File: src/rtl/sdram_bus_arbiter_if.sv
// rtl/sdram_bus_arbiter_if.sv - requester and SDRAM bus signals shared by the arbiter and its neighbours
interface sdram_bus_arbiter_if;
    logic        IReq;
    logic [31:0] IAddr;
    logic        IGrant;
    logic        IDone;
    logic        DReq;
    logic        DRW;
    logic [31:0] DAddr;
    logic        DGrant;
    logic        DDone;
    logic        MStrobe;
    logic        MRW;
    logic [31:0] MAddress;
    logic        MOwner;
    logic        MAck;
    logic        BusError;

    modport master (
        input  IReq, IAddr, DReq, DRW, DAddr, MAck,
        output IGrant, IDone, DGrant, DDone, MStrobe, MRW, MAddress, MOwner, BusError
    );

    modport slave (
        output IReq, IAddr, DReq, DRW, DAddr, MAck,
        input  IGrant, IDone, DGrant, DDone, MStrobe, MRW, MAddress, MOwner, BusError
    );
endinterface

File: src/rtl/sdram_bus_arbiter.sv
// rtl/sdram_bus_arbiter.sv - I/D cache arbiter for the SDRAM bus with burst counting and watchdog abort
module sdram_bus_arbiter #(
    parameter int BURST_LEN  = 4,
    parameter bit D_PRIORITY = 1'b0,
    parameter int TIMEOUT    = 255
) (
    input logic                 Clk,
    input logic                 Reset,
    sdram_bus_arbiter_if.master bus
);
    localparam int BW = $clog2(BURST_LEN + 1);
    localparam int WW = $clog2(TIMEOUT + 1);
    localparam logic [BW-1:0] BEAT_ONE   = BW'(1);
    localparam logic [BW-1:0] LAST_BEAT  = BW'(BURST_LEN);
    localparam logic [WW-1:0] WDOG_ONE   = WW'(1);
    localparam logic [WW-1:0] WDOG_LIMIT = WW'(TIMEOUT - 1);
    localparam logic [31:0]   ADDR_MASK  = ~(32'(BURST_LEN) - 32'd1);

    typedef enum logic [2:0] {S_IDLE, S_ISSUE, S_XFER, S_DONE, S_ABORT} state_t;

    state_t        state_q, state_d;
    logic          owner_q, owner_d;
    logic          mrw_q, mrw_d;
    logic [31:0]   maddr_q, maddr_d;
    logic [BW-1:0] beat_q, beat_d;
    logic [WW-1:0] wdog_q, wdog_d;
    logic          rr_q, rr_d;
    logic          winner;
    logic [BW-1:0] beat_inc;
    logic [31:0]   win_addr;
    logic          granted;
    logic          done_pulse;

    always_ff @(posedge Clk or negedge Reset) begin
        if (!Reset) begin
            state_q <= S_IDLE;
            owner_q <= 1'b0;
            mrw_q   <= 1'b1;
            maddr_q <= '0;
            beat_q  <= '0;
            wdog_q  <= '0;
            rr_q    <= 1'b0;
        end else begin
            state_q <= state_d;
            owner_q <= owner_d;
            mrw_q   <= mrw_d;
            maddr_q <= maddr_d;
            beat_q  <= beat_d;
            wdog_q  <= wdog_d;
            rr_q    <= rr_d;
        end
    end

    // rr_q set means the D-side is favoured on the next tie
    always_comb begin
        state_d  = state_q;
        owner_d  = owner_q;
        mrw_d    = mrw_q;
        maddr_d  = maddr_q;
        beat_d   = beat_q;
        wdog_d   = wdog_q;
        rr_d     = rr_q;
        winner   = bus.DReq & (~bus.IReq | D_PRIORITY | rr_q);
        beat_inc = beat_q + BEAT_ONE;
        win_addr = winner ? bus.DAddr : bus.IAddr;
        unique case (state_q)
            S_IDLE: begin
                if (bus.IReq || bus.DReq) begin
                    state_d = S_ISSUE;
                    owner_d = winner;
                    mrw_d   = winner ? bus.DRW : 1'b1;
                    maddr_d = {1'b0, win_addr[31:1]} & ADDR_MASK;
                    beat_d  = '0;
                    wdog_d  = '0;
                end
            end
            S_ISSUE, S_XFER: begin
                if (bus.MAck) begin
                    beat_d  = beat_inc;
                    wdog_d  = '0;
                    state_d = (beat_inc == LAST_BEAT) ? S_DONE : S_XFER;
                end else begin
                    wdog_d = wdog_q + WDOG_ONE;
                    if (wdog_q == WDOG_LIMIT) begin
                        state_d = S_ABORT;
                    end
                end
            end
            S_DONE: begin
                state_d = S_IDLE;
                rr_d    = ~owner_q;
                beat_d  = '0;
                wdog_d  = '0;
            end
            S_ABORT: begin
                state_d = S_IDLE;
                beat_d  = '0;
                wdog_d  = '0;
            end
            default: state_d = S_IDLE;
        endcase
    end

    always_comb begin
        granted      = 1'b0;
        done_pulse   = 1'b0;
        bus.MStrobe  = 1'b0;
        bus.BusError = 1'b0;
        case (state_q)
            S_ISSUE: begin
                granted     = 1'b1;
                bus.MStrobe = 1'b1;
            end
            S_XFER:  granted = 1'b1;
            S_DONE: begin
                granted    = 1'b1;
                done_pulse = 1'b1;
            end
            S_ABORT: begin
                granted      = 1'b1;
                done_pulse   = 1'b1;
                bus.BusError = 1'b1;
            end
            default: ;
        endcase
        bus.IGrant   = granted & ~owner_q;
        bus.DGrant   = granted & owner_q;
        bus.IDone    = done_pulse & ~owner_q;
        bus.DDone    = done_pulse & owner_q;
        bus.MRW      = mrw_q;
        bus.MAddress = maddr_q;
        bus.MOwner   = owner_q;
    end
endmodule
File: src/flat_wrapper.sv
// flat-port wrapper written by rule: the top's interface ports become plain ports
module sdram_bus_arbiter_flat 
#(
    parameter int BURST_LEN  = 4,
    parameter bit D_PRIORITY = 1'b0,
    parameter int TIMEOUT    = 255
)
  (Clk, Reset, bus_IReq, bus_IAddr, bus_DReq, bus_DRW, bus_DAddr, bus_MAck, bus_IGrant, bus_IDone, bus_DGrant, bus_DDone, bus_MStrobe, bus_MRW, bus_MAddress, bus_MOwner, bus_BusError);
  sdram_bus_arbiter_if bus_i ();
  input logic Clk;
  input logic Reset;
  input wire logic [$bits(bus_i.IReq)-1:0] bus_IReq;
  input wire logic [$bits(bus_i.IAddr)-1:0] bus_IAddr;
  input wire logic [$bits(bus_i.DReq)-1:0] bus_DReq;
  input wire logic [$bits(bus_i.DRW)-1:0] bus_DRW;
  input wire logic [$bits(bus_i.DAddr)-1:0] bus_DAddr;
  input wire logic [$bits(bus_i.MAck)-1:0] bus_MAck;
  output wire logic [$bits(bus_i.IGrant)-1:0] bus_IGrant;
  output wire logic [$bits(bus_i.IDone)-1:0] bus_IDone;
  output wire logic [$bits(bus_i.DGrant)-1:0] bus_DGrant;
  output wire logic [$bits(bus_i.DDone)-1:0] bus_DDone;
  output wire logic [$bits(bus_i.MStrobe)-1:0] bus_MStrobe;
  output wire logic [$bits(bus_i.MRW)-1:0] bus_MRW;
  output wire logic [$bits(bus_i.MAddress)-1:0] bus_MAddress;
  output wire logic [$bits(bus_i.MOwner)-1:0] bus_MOwner;
  output wire logic [$bits(bus_i.BusError)-1:0] bus_BusError;
  assign bus_i.IReq = bus_IReq;
  assign bus_i.IAddr = bus_IAddr;
  assign bus_i.DReq = bus_DReq;
  assign bus_i.DRW = bus_DRW;
  assign bus_i.DAddr = bus_DAddr;
  assign bus_i.MAck = bus_MAck;
  assign bus_IGrant = bus_i.IGrant;
  assign bus_IDone = bus_i.IDone;
  assign bus_DGrant = bus_i.DGrant;
  assign bus_DDone = bus_i.DDone;
  assign bus_MStrobe = bus_i.MStrobe;
  assign bus_MRW = bus_i.MRW;
  assign bus_MAddress = bus_i.MAddress;
  assign bus_MOwner = bus_i.MOwner;
  assign bus_BusError = bus_i.BusError;
  sdram_bus_arbiter #(.BURST_LEN(BURST_LEN), .D_PRIORITY(D_PRIORITY), .TIMEOUT(TIMEOUT)) u_core (.Clk(Clk), .Reset(Reset), .bus(bus_i));
endmodule
File: config.mk
export PLATFORM = sky130hd
export DESIGN_NAME = sdram_bus_arbiter_flat
export DESIGN_NICKNAME = d
export VERILOG_FILES = /design/src/rtl/sdram_bus_arbiter_if.sv /design/src/rtl/sdram_bus_arbiter.sv /design/src/flat_wrapper.sv
export SDC_FILE = /design/constraint.sdc
export NUM_CORES = 1
export LEC_CHECK = 0
export BUFFER_PORTS_ARGS = -buffer_cell sky130_fd_sc_hd__clkbuf_2
export CAP_MARGIN = 20
export CORE_ASPECT_RATIO = 1.25
export CORE_UTILIZATION = 38
export DETAILED_ROUTE_END_ITERATION = 16
export PLACE_DENSITY = 0.76
export SYNTH_ARGS = -nofsm -noshare
export SYNTH_HDL_FRONTEND = slang
export SYNTH_SLANG_ARGS = --single-unit
File: constraint.sdc
create_clock -name Clk -period 2 [get_ports Clk]
set_clock_uncertainty 0.2 [all_clocks]
set_input_delay 0.1 -clock Clk [delete_from_list [all_inputs] [get_ports Clk]]
set_output_delay 0.1 -clock Clk [all_outputs]
set_load 0.1 [all_outputs]
Yosys cells after proc, flatten, opt, wreduce, memory -nomap -nowiden
Cells that the tools add are included.
Operators by class
  $add $sub $neg: 2
  equality and inequality tests: 9
  multiplexer cells: 17
  bitwise gates (word level): 8
  reductions and logical operators: 10
Operator list (count)
  $mux 32: 1
  $pmux 8 s3: 1
  $mux 8: 2
  $mux 3: 5
  $pmux 3 s3: 1
  $add 8x1->8 const B: 1
  $eq 8x8->1 const B: 1
  $eq 3x2->1 const B: 2
  $eq 3x3->1 const B: 2
  $mux 1: 6
  $pmux 3 s2: 1
  $reduce_and 2->1: 3
  $and 1x1->1: 5
  $reduce_or 2->1: 2
  $reduce_or 4->1: 1
  $add 3x1->3 const B: 1
  $eq 3x1->1 const B: 1
  $logic_not 3->1: 1
  $ne 3x2->1 const B: 1
  $reduce_and 3->1: 1
  $reduce_bool 3->1: 1
  $ne 2x1->1 const B: 1
  $ne 2x2->1 const B: 1
  $not 1->1: 2
  other kinds (2): 2
Word-level totals
  flip-flop bits (word level): 46
  input port bits: 70
  output and inout port bits: 40

Depth between registers and ports, before layout
Gate-level depths: netlist of run 1.
  word-level depth: 5
  gate-level depth with buffers: 7
  mapped depth without buffers: 6

Worst setup path after synthesis of run 1
No wires, ideal clock.
  path kind: reg2out
  start: register u_core.owner_q (netlist: u_core.bus.MOwner)
  end: output port bus_DGrant
  arrival: 3.223 ns
  data required time: 1.700 ns
  path slack: -1.523 ns
  cell stages (with the launch flop): 3
  path buffers: 0
  cells stage by stage: dfrtp_1 inv_1 nor3_1
On the way
  longest elaborated chain between the ends: 1
RTL lines
  start: declaration: line sdram_bus_arbiter.sv:22  | logic owner_q, owner_d;
  start signal: assignment: line sdram_bus_arbiter.sv:45  | owner_q <= owner_d;
  $and 1x1->1: line sdram_bus_arbiter.sv:127  | bus.DGrant = granted & owner_q;
  end: declaration: line flat_wrapper.sv:20  | output wire logic [$bits(bus_i.DGrant)-1:0] bus_DGrant;
No other way between the ends.

Worst setup path after layout of run 1
  start: register u_core.state_q[2]
  end: output port bus_DDone
On the way
  longest elaborated chain between the ends: 4
  elaborated cells on any way between the ends: 5
  classes of those cells: eq/ne (2); mux (1); bitwise (1); reduce/logical (1)
RTL lines
  start: declaration: line sdram_bus_arbiter.sv:21  | state_t state_q, state_d;
  start signal: assignment: line sdram_bus_arbiter.sv:44  | state_q <= state_d;
  $eq 3x3->1 / $eq 3x2->1 (equally long branches): line sdram_bus_arbiter.sv:109  | case (state_q)
  $reduce_or 2->1 (no line) *
  $mux 1 *: line sdram_bus_arbiter.sv:109
  $and 1x1->1 *: line sdram_bus_arbiter.sv:129  | bus.DDone = done_pulse & owner_q;
  end: declaration: line flat_wrapper.sv:21  | output wire logic [$bits(bus_i.DDone)-1:0] bus_DDone;
Mark *: on every way between the ends. The rest lies on a longest branch, timed or not.

==> results.sh, run 1 <==
export IMPL_status="finished, final reports clean"
export IMPL_start_kind="register"
export IMPL_core_sq_mm=0.00582
export IMPL_setup_viol=0
export IMPL_hold_class="in -> reg"
export IMPL_antenna_found_initial=0
export IMPL_io_pins=110
export IMPL_clk_pin_slew_ps=80
export IMPL_n_fill_cell=440
export IMPL_grt_pass1_wl_um=10100
export IMPL_synthAdderAreaFrac_pct=2.17
export IMPL_areaGrowthSynthToFinish_pct=70.3
export IMPL_avgSynthCellArea_sq_um=9.77
export IMPL_layout_setup_ws_ps=52.8
export IMPL_drv_cap=0
export IMPL_critPathMaxFanout=3
export IMPL_pre_cts_ws_ps=81.7
export IMPL_register_area_sq_mm=0.00116
export IMPL_seq_area_frac_synth_pct=50.0
export IMPL_critical_path_class="reg -> out"
export IMPL_cts_root_buf="clkbuf_8"
export IMPL_finalCritPeriodShare_pct=97.4
export IMPL_synth_compound_area_share_pct=13.6
export IMPL_synth_most_common_cell="dfrtp_1"
export IMPL_synthCells=236
export IMPL_syn_cell_area_sq_mm=0.00231
export IMPL_dpl_cell_area_sq_mm=0.00305
export IMPL_cts_htree_levels=2
export IMPL_async_flop_share_pct=100
export IMPL_antennaDiodeCount=0
export IMPL_design_area_sq_mm=0.00393
export IMPL_routedWlPerCell_um=14.7
export IMPL_io_buffer_count=100
export IMPL_cts_inserted_buffers=5
export IMPL_max_freq_mhz=514
export IMPL_netlist_area_leader_share_pct=48.8
export IMPL_cp_slowest_cell="dfrtp_2"
export IMPL_dieArea_sq_mm=0.00639
export IMPL_synth_warnings=0
export IMPL_multiInputGateArea_sq_mm=0.00113
export IMPL_num_vias=2400
export IMPL_routed_wl_um=6990
export IMPL_yosys_top_cells_area="dfrtp_1 (49%), mux2i_1 (13%), a21oi_1 (7.4%), nor2_1 (6.5%), buf_2 (2.4%)"
export IMPL_synthSimpleGateAreaFrac_pct=13.5
export IMPL_clk_path_buf_depth=2
export IMPL_hold_violations=0
export IMPL_cp_end_kind="output port"
export IMPL_arrival_ps=1650
export IMPL_synth_common_cells="dfrtp_1 (45), nor2_1 (40), a21oi_1 (34)"
export IMPL_die_h_um=89.1
export IMPL_fp_dieW_um=71.7
export IMPL_overflow=0
export IMPL_synth_xor_area_share_pct=1.52
export IMPL_synth_flop_cell="dfrtp_1"
export IMPL_cts_tree="yes"
export IMPL_cp_top_family="simple AND/OR/NAND/NOR gates"
export IMPL_fin_crit_ps=1950
export IMPL_drive_gt1_share_pct=36.1
export IMPL_grt_total_usage_pct=20.5
export IMPL_cts_sinks=46
export IMPL_grt_max_degree=35
export IMPL_drv_slew=0
export IMPL_max_stage_delay_ps=420
export IMPL_grt_pass1_vias=2264
export IMPL_netlist_top_cell_by_area="dfrtp_1"
export IMPL_ys_ff_latch=46
export IMPL_globalplace_congestion=0.807
export IMPL_synthMuxAreaShare_pct=13.5
export IMPL_tightest_slew_ps=579
export IMPL_placementRows=31
export IMPL_slew_headroom_pct=60.4
export IMPL_synth_edf_count=0
export IMPL_crit_required_ps=1700
export IMPL_synth_top_family_by_area="compound AO/OA/AOI/OAI gates"
export IMPL_nNetsFinal=483
export IMPL_first_iter_violations=87
export IMPL_path_cells="or3_1 -> nor2b_2 -> nor2_4 -> buf_12"
export IMPL_detail_route_first_pass_iterations=6
export IMPL_clk_latency_ps=290
export IMPL_crit_buf_inv=1
export IMPL_synthDistinctLibCells=30
export IMPL_drc=0
export IMPL_utilization_pct=67.5
export IMPL_via_per_inst=5.04
export IMPL_ant_nets=0
export IMPL_start_util_pct=39.6
export IMPL_dpl_hpwl_um=4000
==> cell usage in the layout, fill, tap and decap left out, types with 2 or more instances in the layout <==
master / netlist / routed
nand2_1: 7 / 7
or3_1: 3 / 2
o31ai_1: 2 / 2
dfrtp_1: 45 / 42
or4_1: 3 / 2
clkbuf_2: 0 / 94
a21oi_2: 0 / 3
nand4_1: 2 / 2
a211oi_1: 2 / 2
o21ai_0: 10 / 10
inv_1: 9 / 9
dfrtp_2: 0 / 2
buf_4: 4 / 15
mux2i_1: 31 / 31
nor2_4: 0 / 3
o22ai_1: 2 / 2
conb_1: 1 / 3
ha_1: 4 / 4
nor2_1: 40 / 37
dlymetal6s4s_1: 0 / 16
nand3_1: 5 / 5
nor3_4: 0 / 3
clkbuf_8: 0 / 6
buf_12: 0 / 8
xnor2_1: 4 / 4
dlygate4sd3_1: 0 / 45
nor3_1: 6 / 3
a21oi_1: 34 / 31
==> per-layer routing <==
| metal | global-route usage, % | share of wire [%] | up-vias |
|---|---|---|---|
| li1 | - | - | 1159 |
| met2 | 38.9 | 54 | 101 |
| met5 | 0 | 0 | - |
| met1 | 21.7 | 38 | 1113 |
| met4 | 9.45 | 3.1 | 0 |
| met3 | 4.17 | 5.2 | 27 |
==> kinds of logic (layout without fill, tap and decap cells) <==
family | count (synthesis) | in the layout
simple gates | 70 | 70
compound gates | 55 | 55
flops | 46 | 46
mux | 31 | 31
buf+inv | 25 | 197
fa+ha+maj | 4 | 4
xor+xnor | 4 | 4
other cells | 1 | 3
==> registers in the layout (all words and copies together) (netlist names) <==
signal               count
u_core.bus.MAddress     29
u_core.rr_q              1
u_core.bus.MRW           1
u_core.bus.MOwner        1
u_core.wdog_q            8
u_core.beat_q            3
u_core.state_q           3
==> final timing paths <==
| check | from | end | slack (ps) | cells after the start |
|---|---|---|---|---|
| max in group asynchronous | Reset | u_core.bus.MRW$_DFFE_PN1P_ | 850 | 3 |
| hold reg to reg | u_core.beat_q[0]$_DFFE_PN0P_ | u_core.beat_q[0]$_DFFE_PN0P_ | 290 | 1 |
| hold / removal | bus_IAddr[5] | u_core.bus.MAddress[4]$_DFFE_PN0P_ | 100 | 4 |
| setup / recovery | u_core.state_q[2]$_DFFE_PN0P_ | bus_DDone | 50 | 4 |
| min in group asynchronous | Reset | u_core.wdog_q[6]$_DFFE_PN0P_ | 140 | 2 |
| setup reg to reg | u_core.state_q[0]$_DFFE_PN0P_ | u_core.wdog_q[6]$_DFFE_PN0P_ | 50 | 5 |
==> repair_timing <==
action,4_1_cts,5_1_grt
gates resized for setup,2,23
pin swaps,0,3
hold buffers,61,0
hold endpoints to repair,60,0
setup endpoints to repair,2,27
setup buffers,3,8
cloned,0,1
==> worst register-to-register path: cells and delay by family (launching register included) <==
| family | cells | cell delay [ps] |
|---|---|---|
| AOI/OAI and AO/OA | 3 | 610 |
| and+or+nand+nor | 1 | 520 |
| buffers and inverters | 1 | 140 |
| DFF | 1 | 410 |
==> layout make-up <==
type	count	area share (%)
Inverter	9	0.860
Multi-Input combinational cell	167	28.8
Sequential cell	46	29.5
Timing Repair Buffer	180	36.4
Clock inverter	1	0.127
Tap cell	66	2.10
Clock buffer	7	2.20
==> through the flow <==
step | setup TNS (ps) | instances | hold slack (ps)
final | 0 | 476 | 95.6
after global routing | -0.552 | 476 | 108
after CTS | 0 | 467 | 144
after detailed placement | 0 | 395 | -85.1
after global placement | 0 | 395 | -97.5
after floorplan | -200 | 238 | -396
Power of run 1 is not shown: default switching activity piles up to over one toggle a cycle in this logic, so the estimate is an artifact.
==> run 2, diff against run 1 <==
- BUFFER_PORTS_ARGS: -buffer_cell sky130_fd_sc_hd__clkbuf_2 -> not set
- DONT_BUFFER_PORTS: not set -> 1
- PLACE_DENSITY: 0.76 -> 0.6
==> results.sh, run 2 (synthesis gave the netlist of run 1 again) <==
export IMPL_antenna_found_initial=0
export IMPL_globalplace_congestion=0.765
export IMPL_tightest_slew_ps=532
export IMPL_dieArea_sq_mm=0.00639
export IMPL_finalCritPeriodShare_pct=97.6
export IMPL_status="finished, final reports clean"
export IMPL_cp_slowest_cell="or4_4"
export IMPL_drc=0
export IMPL_cts_root_buf="clkbuf_8"
export IMPL_nNetsFinal=419
export IMPL_grt_max_degree=62
export IMPL_grt_pass1_vias=2029
export IMPL_cp_depth=5
export IMPL_areaGrowthSynthToFinish_pct=57.7
export IMPL_min_from="bus_IAddr[26]"
export IMPL_num_vias=2131
export IMPL_routed_wl_um=6330
export IMPL_antennaDiodeCount=0
export IMPL_hold_class="in -> reg"
export IMPL_ant_nets=0
export IMPL_first_iter_violations=67
export IMPL_drv_slew=0
export IMPL_r2r_end="u_core.wdog_q[7]$_DFFE_PN0P_"
export IMPL_clk_latency_ps=290
export IMPL_start_kind="register"
export IMPL_cts_sinks=46
export IMPL_hold_violations=0
export IMPL_placementRows=31
export IMPL_crit_required_ps=2030
export IMPL_final_cell_mix="dlygate4sd3_1 (61), buf_4 (48), dfrtp_1 (41)"
export IMPL_die_h_um=89.1
export IMPL_grt_total_usage_pct=19.5
export IMPL_layout_setup_ws_ps=48.0
export IMPL_regToRegSetupSlack_ps=50
export IMPL_cts_tree="yes"
export IMPL_max_stage_delay_ps=510
export IMPL_critPathMaxFanout=7
export IMPL_rr_worst_depth=5
export IMPL_cp_end_kind="register"
export IMPL_dpl_hpwl_um=3400
export IMPL_core_sq_mm=0.00582
export IMPL_pre_cts_ws_ps=76.4
export IMPL_overflow=0
export IMPL_setup_viol=0
export IMPL_hold_depth=3
export IMPL_fp_dieW_um=71.7
export IMPL_whs_endpoint="u_core.bus.MAddress[25]$_DFFE_PN0P_"
export IMPL_drive_gt1_share_pct=25.4
export IMPL_largest_reg_flops=29
export IMPL_design_area_sq_mm=0.00364
export IMPL_r2r_start="u_core.state_q[0]$_DFFE_PN0P_"
export IMPL_mostFrequentLayoutCell="dlygate4sd3_1"
export IMPL_detail_route_first_pass_iterations=4
export IMPL_arrival_ps=1980
export IMPL_fin_crit_ps=1950
export IMPL_clk_path_buf_depth=2
export IMPL_path_cells="buf_4 -> o21a_4 -> a21o_4 -> or4_4 -> a21oi_2"
export IMPL_io_pins=110
export IMPL_slew_headroom_pct=63.6
export IMPL_start_util_pct=39.6
export IMPL_crit_buf_inv=1
export IMPL_max_freq_mhz=512
export IMPL_dpl_cell_area_sq_mm=0.00275
export IMPL_fin_setup_tns_ps=0
export IMPL_cp_top_family="compound AO/OA/AOI/OAI gates"
export IMPL_cts_inserted_buffers=5
export IMPL_clk_pin_slew_ps=80
export IMPL_grt_pass1_wl_um=9740
export IMPL_cts_htree_levels=2
export IMPL_io_buffer_count=0
export IMPL_critical_path_class="reg -> reg"
export IMPL_rsz0062_at_grt="false"
export IMPL_drv_cap=0
export IMPL_via_per_inst=5.17
export IMPL_routedWlPerCell_um=15.4
## run 2: cell count changes in the layout (fill, tap and decap cells not counted), moves of 3 or more
cell            before  now
dlygate4sd3_1       45   61
buf_4               15   48
dlymetal6s4s_1      16    1
clkbuf_2            94    0
buf_12               8    5
## run 2: worst reg2reg max path: stages (launching register included)
cell and delay (ps):
dfrtp_2 430, buf_4 160, o21a_4 250, a21o_4 220
or4_4 510, a21oi_2 120
## run 2: final cells by class
type,count,area [sq um]
tap,66,82.6
fill,446,2180
sequential,46,1160
multi-input combinational,167,1140
inverter,9,33.8
timing repair buffer,116,1110
clock inverter,3,40.0
clock buffer,5,68.8
## run 2: through the flow
step,hold WS [ps],cells,util (%)
after floorplan,-396,238,-
after global placement,-394,331,47.3
after detailed placement,-395,331,47.3
after CTS,27.9,406,60.8
after global routing,61.8,412,62.5
final,41.4,412,62.5
## run 2: how the worst max path moves through the flow
stage	from	end	slack [ps]
floorplan	u_core.state_q[2]$_DFFE_PN0P_	u_core.bus.MAddress[10]$_DFFE_PN0P_	-7
global placement	u_core.state_q[2]$_DFFE_PN0P_	u_core.wdog_q[7]$_DFFE_PN0P_	90
detailed placement	u_core.state_q[2]$_DFFE_PN0P_	u_core.wdog_q[7]$_DFFE_PN0P_	80
CTS	u_core.state_q[1]$_DFFE_PN0P_	u_core.wdog_q[7]$_DFFE_PN0P_	30
global route	u_core.rr_q$_DFFE_PN0P_	u_core.bus.MAddress[28]$_DFFE_PN0P_	0.1
finish	u_core.state_q[0]$_DFFE_PN0P_	u_core.wdog_q[7]$_DFFE_PN0P_	50
## run 2: metal layers
layer | track usage, % | wire (um)
met5 | 0 | 0
met1 | 24.0 | 2590
met3 | 5.19 | 431
met4 | 7.84 | 162
met2 | 32.8 | 3150
## run 2: what timing repair did
action	CTS	global route
hold buffers	62	1
endpoints found under the hold margin	85	1
gates resized for setup	3	13
endpoints found under the setup margin	2	15
pin swaps	0	2
setup buffers	5	5
Power of run 2 is left out for the same reason.
==> run 3, diff against run 2 <==
- clock period: 2 -> 2.4 ns (I/O delays scaled with it)
==> results.sh, run 3 (synthesis gave the netlist of run 1 again) <==
export IMPL_status="finished, final reports clean"
export IMPL_tightest_slew_ps=667
export IMPL_critPathMaxFanout=9
export IMPL_hold_violations=0
export IMPL_largest_reg_flops=29
export IMPL_fin_crit_ps=2260
export IMPL_dieArea_sq_mm=0.00639
export IMPL_r2r_end="u_core.bus.MAddress[7]$_DFFE_PN0P_"
export IMPL_detail_route_first_pass_iterations=5
export IMPL_clk_latency_ps=300
export IMPL_start_kind="register"
export IMPL_dpl_hpwl_um=3460
export IMPL_hold_depth=3
export IMPL_regToRegSetupSlack_ps=280
export IMPL_cp_top_family="simple AND/OR/NAND/NOR gates"
export IMPL_nNetsFinal=405
export IMPL_overflow=0
export IMPL_drive_gt1_share_pct=18.4
export IMPL_antenna_found_initial=0
export IMPL_drv_cap=0
export IMPL_cp_slowest_cell="dfrtp_1"
export IMPL_crit_buf_inv=2
export IMPL_cts_sinks=46
export IMPL_fin_setup_tns_ps=0
export IMPL_grt_total_usage_pct=19.8
export IMPL_final_cell_mix="dlygate4sd3_1 (61), dfrtp_1 (45), nor2_1 (38)"
export IMPL_topRoutingLayerUsed="met4"
export IMPL_first_iter_violations=63
export IMPL_finalCritPeriodShare_pct=94.2
export IMPL_cts_inserted_buffers=5
export IMPL_routed_wl_um=6230
export IMPL_io_pins=110
export IMPL_ant_nets=0
export IMPL_antennaDiodeCount=0
export IMPL_slew_headroom_pct=55.6
export IMPL_drt_met1_wl_um=2530
export IMPL_io_buffer_count=0
export IMPL_fp_dieW_um=71.7
export IMPL_n_fill_cell=493
export IMPL_grt_max_degree=55
export IMPL_die_h_um=89.1
export IMPL_grt_pass1_wl_um=9620
export IMPL_crit_required_ps=2080
export IMPL_num_vias=2070
export IMPL_max_freq_mhz=442
export IMPL_max_stage_delay_ps=560
export IMPL_cts_root_buf="clkbuf_8"
export IMPL_areaGrowthSynthToFinish_pct=50.0
export IMPL_cts_htree_levels=2
export IMPL_globalplace_congestion=0.732
export IMPL_cp_end_kind="output port"
export IMPL_grt_pass1_vias=2071
export IMPL_clk_path_buf_depth=2
export IMPL_mostFrequentLayoutCell="dlygate4sd3_1"
export IMPL_whs_endpoint="u_core.bus.MOwner$_DFFE_PN0P_"
export IMPL_wl_met3_um=407
export IMPL_hold_class="in -> reg"
export IMPL_drc=0
export IMPL_via_per_inst=5.20
export IMPL_routedWlPerCell_um=15.7
export IMPL_rsz0062_at_grt="false"
export IMPL_setup_viol=0
export IMPL_arrival_ps=1940
export IMPL_min_from="bus_DReq"
export IMPL_start_util_pct=39.6
export IMPL_rr_worst_depth=5
export IMPL_core_sq_mm=0.00582
export IMPL_drv_slew=0
export IMPL_r2r_start="u_core.rr_q$_DFFE_PN0P_"
export IMPL_placementRows=31
export IMPL_cts_tree="yes"
export IMPL_wl_met2_um=3200
export IMPL_clk_pin_slew_ps=90
export IMPL_path_cells="inv_1 -> or3_1 -> nor2b_1 -> nor2_2 -> buf_12"
export IMPL_critical_path_class="reg -> out"
## run 3: cell count changes in the layout (fill, tap and decap cells not counted), sizes merged
| cell | before | now |
|---|---|---|
| buf | 54 | 41 |
| bufinv | 1 | 0 |
| clkinv | 2 | 1 |
| clkinvlp | 0 | 1 |
| dlymetal6s4s | 1 | 0 |
| inv | 9 | 10 |
## run 3: cell type report
cell class | count | area [sq um] | area share [%]
clock buffers | 5 | 68.8 | 1.99
clock inverters | 3 | 25.0 | 0.724
inverters | 9 | 33.8 | 0.977
multi-input cells | 167 | 1090 | 31.7
flip-flops and latches | 46 | 1150 | 33.3
well taps | 66 | 82.6 | 2.39
repair buffers | 102 | 1000 | 28.9
## run 3: worst max-delay path by stage
stage,start,endpoint,slack [ps],cells past startpoint
global route,u_core.state_q[1]$_DFFE_PN0P_,bus_IDone,20,5
detailed placement,u_core.state_q[1]$_DFFE_PN0P_,u_core.wdog_q[6]$_DFFE_PN0P_,450,4
global placement,u_core.state_q[1]$_DFFE_PN0P_,u_core.wdog_q[7]$_DFFE_PN0P_,480,4
finish,u_core.state_q[1]$_DFFE_PN0P_,bus_IDone,140,5
floorplan,u_core.bus.MOwner$_DFFE_PN0P_,bus_DGrant,-450,2
CTS,u_core.state_q[1]$_DFFE_PN0P_,bus_IDone,130,5
## run 3: stage by stage
stage	util [%]	hold WS, ps	instances	cell area [sq um]	setup slack [ps]
after floorplan	-	-376	238	2350	-451
after global placement	46.7	-375	327	2720	483
after detailed placement	46.7	-375	327	2720	454
after CTS	59.3	19.2	397	3450	131
after global routing	59.4	24.0	398	3460	24.5
final	59.4	18.9	398	3460	140
## run 3: worst register-to-register path: stages, from the launching register on
cell           delay [ps]
dfrtp_1               410
o21ai_4               200
buf_12                230
mux2i_1               290
dlygate4sd3_1         590
a21oi_1                70
## run 3: routing by layer
metal / track usage (%) / vias to the layer above
li1: - / 1005
met1: 23.1 / 970
met2: 35.3 / 84
met3: 4.85 / 11
met4: 7.31 / 0
met5: 0 / -
## run 3: what timing repair did
item,4_1_cts,5_1_grt
buffers inserted,0,1
hold endpoints to repair,85,0
hold buffers,62,0
setup endpoints to repair,0,1
resized for setup,0,0
Power of run 3 is left out for the same reason.
